$ cat src/rtl/ddr2_controller_ex_lfsr8_checker_pkg.sv
// ddr2_controller_ex_lfsr8_checker_pkg: LFSR step shared with the pattern generator, checker state type
package ddr2_controller_ex_lfsr8_checker_pkg;
    localparam int LFSR_W = 8;
    typedef enum logic [1:0] {IDLE, SYNC, CHECK} chk_state_e;
    function automatic logic [LFSR_W-1:0] lfsr_step(input logic [LFSR_W-1:0] x);
        return {x[6], x[5], x[4], x[3] ^ x[7], x[2] ^ x[7], x[1] ^ x[7], x[0], x[7]};
    endfunction
endpackage

$ cat src/rtl/ddr2_controller_ex_err_capture.sv
// ddr2_controller_ex_err_capture: saturating mismatch counter, err pulse and first-error latch
module ddr2_controller_ex_err_capture
    import ddr2_controller_ex_lfsr8_checker_pkg::*;
#(
    parameter int ERR_CNT_W = 16
) (
    input  logic                 clk,
    input  logic                 reset,
    input  logic                 clear,
    input  logic                 mis,
    input  logic [LFSR_W-1:0]    rdata,
    input  logic [LFSR_W-1:0]    expected,
    output logic                 err,
    output logic [ERR_CNT_W-1:0] err_count,
    output logic                 first_err_valid,
    output logic [LFSR_W-1:0]    first_err_data,
    output logic [LFSR_W-1:0]    first_err_exp
);
    logic [ERR_CNT_W-1:0] cnt_base;
    logic                 fv_base;
    // clear is applied first so a same-cycle mismatch restarts the count and capture
    always_comb begin
        cnt_base = clear ? '0 : err_count;
        fv_base  = clear ? 1'b0 : first_err_valid;
    end
    always_ff @(posedge clk) begin
        if (reset) begin
            err             <= 1'b0;
            err_count       <= '0;
            first_err_valid <= 1'b0;
            first_err_data  <= '0;
            first_err_exp   <= '0;
        end else begin
            err             <= mis;
            err_count       <= (mis && cnt_base != '1) ? cnt_base + 1'b1 : cnt_base;
            first_err_valid <= fv_base | mis;
            if (mis && !fv_base) begin
                first_err_data <= rdata;
                first_err_exp  <= expected;
            end
        end
    end
endmodule

$ cat config.mk
export PLATFORM = sky130hd
export DESIGN_NAME = ddr2_controller_ex_err_capture
export DESIGN_NICKNAME = d
export VERILOG_FILES = /design/src/rtl/ddr2_controller_ex_lfsr8_checker_pkg.sv /design/src/rtl/ddr2_controller_ex_err_capture.sv
export SDC_FILE = /design/constraint.sdc
export NUM_CORES = 1
export LEC_CHECK = 0
export ABC_AREA = 1
export CAP_MARGIN = 20
export CORE_MARGIN = 3
export CORE_UTILIZATION = 45
export DETAILED_ROUTE_END_ITERATION = 7
export DONT_BUFFER_PORTS = 1
export GPL_TIMING_DRIVEN = 0
export PLACE_DENSITY = 0.71
export SYNTH_ARGS = -nofsm -noshare
export SYNTH_HDL_FRONTEND = slang
export SYNTH_SLANG_ARGS = --single-unit
$ cat constraint.sdc
create_clock -name clk -period 2.57 [get_ports clk]
set_input_delay 0.1285 -clock clk [delete_from_list [all_inputs] [get_ports clk]]
set_output_delay 0.1285 -clock clk [all_outputs]
set_load 0.01 [all_outputs]
# Word level (Yosys, flattened, before mapping)
# Index checks and enable logic that the tools add are counted.
# W data, S select, Z words.
# word_totals
regBits	34
latchBits	0
mem_bits_rw	0
mem_bits_ro	0
in_bits	20
output_inout_bits	34
wordCells	14
mem_count	0
# classes
n_addsub	1
mul	0
div	0
magnitude_cmp	0
eq_ne	1
shifts	0
muxes	3
bitwise_logic	1
n_reduce_logical	3
# op_table
operator	count
$mux W16	2
$add A16 B1 Y16 const B	1
$ne A16 B16 Y1 const B	1
$logic_and A1 B1 Y1	2
$logic_not A1 Y1	1
$mux W1	1
$or A1 B1 Y1	1

# Longest topological paths before layout
# depth
word_depth	4
mapped_depth	11
mapped_depth_nobuf	10

# Least setup slack after synthesis
# Ideal clock, no wire load.
# synth_timing
kind	flip-flop to flip-flop
from	reg err_count[2]
to	reg err_count[11]
setup_time_ps	115
t_arrival_ps	1173
required_time_ps	2455
path_slack_ps	1282
path_stages_with_launch	9
path_buffers	1
period_less_slack_ps	1288
cell_sequence	dfxtp_1 nand3_2 inv_1 nand2_2 nor2_4 nand3_2 buf_6 a21oi_1 nor2_1
# synth_via
elab_chain_len	4
elab_cells_between_ends	5
cone_classes	add/sub (1); eq/ne (1); mux (2); reduce/logical (1)
# synth_rtl
element	line	rtl
start, declared	ddr2_controller_ex_err_capture.sv:14	output logic [ERR_CNT_W-1:0] err_count,
start signal, assigned	ddr2_controller_ex_err_capture.sv:35	err_count <= (mis && cnt_base != '1) ? cnt_base + 1'b1 : cnt_base;
$mux W16 *	ddr2_controller_ex_err_capture.sv:23	cnt_base = clear ? '0 : err_count;
parallel branches: the longest is 2 deep, another holds $add A16 B1 Y16	n/a	
$mux W16 *	ddr2_controller_ex_err_capture.sv:35	
# Mark *: on every way between the ends.
# A chain may end at the register's enable or synchronous reset.

# Final worst setup path
# layout_timing
from	reg err_count[2]
to	reg err_count[9]
# The elaborated chain is that of the path after synthesis.

==> results.md <==
* Outcome: completed
* Final Cycle Share at 0.570
* Drt drc at 0
* DP Wirelength at 2780 um
* Crit path max fanout at 10
* Post-CTS setup buffer count at 0
* Clock transition at the registers of the reported paths at 0.11 ns
* Clock power share at 0.425
* Sw power at around 0.00027 W
* Tmin final at 1.46 ns
* Setup slack at placement at 1.13 ns
* Clock Skews at between 0.008 and 0.009 ns
* Max Slew Vio Count at 0
* Antenna Cells at 0
* Fin. Hold Viols at 0
* Fin cells at about 320
* CTS max path bufs at 2
* Cell taking the most area after synthesis: dfxtp_1
* GPL Wtd Cong at roughly 0.84
* Grt total ovfl at 0
* Syn avg cell area at just under 7 sq um
* Least-Margin Pin Slew at ~0.36 ns
* Slew HR at 0.758
* CTS tree: done
* Die height at about 66 um
* Cell area after synthesis at 1640 sq um
* WL per Instance at ~13 um
* Post-synthesis sequential area ratio at 0.414
* Critical Path RT at roughly 2.8 ns
* Yosys reg bits at 34
* Switching Share at 0.232
* Clock insertion delay at the later pin of the skew report at between 0.3 and 0.4 ns
* Htree depth at 2
* Ys Warns at 0
* Crit path capture type: flop
* Max rail drop VDD at ~410 uV
* Post-CTS sizing at 0
* DIE AREA at 4410 sq um
* Clock root buffer master: clkbuf_4
* Area Overhead vs Synth at 22.1%
* Die span in x at 66.4 um
* RSZ-0062 raised after global routing: false
* Post-Place Cells at roughly 290
* Drt first pass iters at 4
* Fmax at just under 700 MHz
* Static leakage at 0.808 nW
* Sequential power share at 0.491
* # IOs at between 50 and 60
* Post-synth net total at ~260
* Via count at 1579
* Top-area cell type share of the netlist area at 0.414
* Sink Count at 34
* Standard-cell row count at 21
* Total GRT Usage at 0.199
* Layout net count at 289
* Final setup viols at 0
* Global-route wire length before repair at about 6700 um
* Hold_buf cts at 20
* Top_reg_cell synth: dfxtp_1
* Core ar. at 3420 sq um
* Remaining antenna violation count at 0
* Largest cells by area after synthesis: dfxtp_1 (41%), nor2_1 (16%), nand2_1 (10%)
* Post-synth EDFFs at 0
* Initial antenna violation count at 0
* Power Dens Cells at around 580 nW/um^2
* Distinct cells, synth at 22
* Tightest Hold Check Type: input port to flop
* Final TNS setup at 0 ns
* Cell with the most instances after synthesis: nor2_1
* CTS Buf Count at 5
* Max-cap violations at 0
* Setup ws final at between 1 and 1.5 ns
* Share of cells above drive strength 1 at 0.133
* Synth cell count leaders: nor2_1 (71), nand2_1 (45), dfxtp_1 (34)
* WL final at roughly 4000 um
* Critical path class: flop to flop
* Vias in the first global route at ~1500
* Critical path startpoint category: flop
* Combinational share of power at 0.084
* Number of vias per cell at ~5
* Port Buf Inserts at 0
* CP arrival at 1.70 ns
* Starting density of the core at 0.481
* Largest net degree at the start of global routing at 13
* Layout Utilization at 0.588
* Async SR Flop Fraction at 0
* Syn Inst Count at ~240
* 1st-iter DRT viols at ~60
* Int Power at 0.000899 W
area by class of cell:
| type | count | area, sq um |
|---|---|---|
| sequential | 34 | 681 |
| fill | 315 | 1410 |
| clock buffer | 5 | 37.5 |
| inverter | 21 | 81.3 |
| tap | 46 | 57.6 |
| timing repair buffer | 20 | 200 |
| clock inverter | 3 | 68.8 |
| multi-input combinational | 179 | 823 |
| buffer | 8 | 58.8 |
registers in the layout, summed over array words and instances (netlist names):
register,cells
first_err_exp,8
first_err_data,8
first_err_valid,1
err,1
err_count,16
kinds of logic (layout without fill, tap and decap cells):
logic type	after synthesis	count (layout)	synth area share
AO/OA/AOI/OAI	31	31	0.104
AND/OR/NAND/NOR	148	148	0.397
buffers and inverters	29	57	0.0852
flip-flops	34	34	0.414
metrics by stage:
step	power [W]	cell area (sq um)	hold slack [ns]
after floorplan	0.000641	1640	0.198
after global placement	0.000657	1700	0.199
after detailed placement	0.000658	1700	0.203
after CTS	0.00118	2010	0.0155
after global routing	0.00122	2010	0.00358
final	0.00117	2010	0.0209
critical path, cell delays in order (launching register included):
cell and delay [ns]:
dfxtp_1 0.48, nand3_2 0.12, inv_1 0.09, nand2_2 0.09, nor2_4 0.14, nand3_2 0.10, buf_6 0.16, a21oi_1 0.13
nor2_1 0.06
per-layer routing:
metal,up-vias,part of all wire,GRT usage
li1,820,-,-
met1,711,0.45,0.248
met2,41,0.48,0.318
met3,7,0.062,0.0714
met4,0,0.015,0.0609
met5,-,0,0
placed cells by master, fill, tap and decap left out:
master	n
buf_2	2
a21oi_2	3
a21boi_1	1
nand3_1	13
a31oi_1	1
nand2_2	4
nand3_2	6
inv_1	18
clkinv_4	1
nand2_1	45
inv_4	1
nor2_1	71
nor2_2	4
bufinv_16	2
clkbuf_1	2
nand3b_1	1
inv_2	2
dfxtp_1	34
nor2_4	2
buf_6	3
a21oi_1	9
clkbuf_4	6
o21ai_0	17
dlygate4sd3_1	20
nand4_1	2
final timing paths:
path | start | endpoint | slack, ns | cells after the start
setup / recovery | err_count[2]$_SDFF_PP0_ | err_count[9]$_SDFF_PP0_ | 1.11 | 8
hold / removal | clear | err_count[15]$_SDFF_PP0_ | 0.02 | 3
setup reg to reg | err_count[2]$_SDFF_PP0_ | err_count[9]$_SDFF_PP0_ | 1.11 | 8
hold reg to reg | first_err_data[0]$_SDFFE_PP0P_ | first_err_data[0]$_SDFFE_PP0P_ | 0.54 | 2
power groups by stage:
stage / sequential (W) / clock (W) / combinational, W
floorplan: 0.000584 / 0 / 0.0000567
global placement: 0.000588 / 0 / 0.0000683
detailed placement: 0.000588 / 0 / 0.0000697
CTS: 0.000576 / 0.000509 / 0.0000949
global route: 0.000579 / 0.000533 / 0.000109
finish: 0.000576 / 0.000498 / 0.0000979
Power figures use the tool's default switching activity.
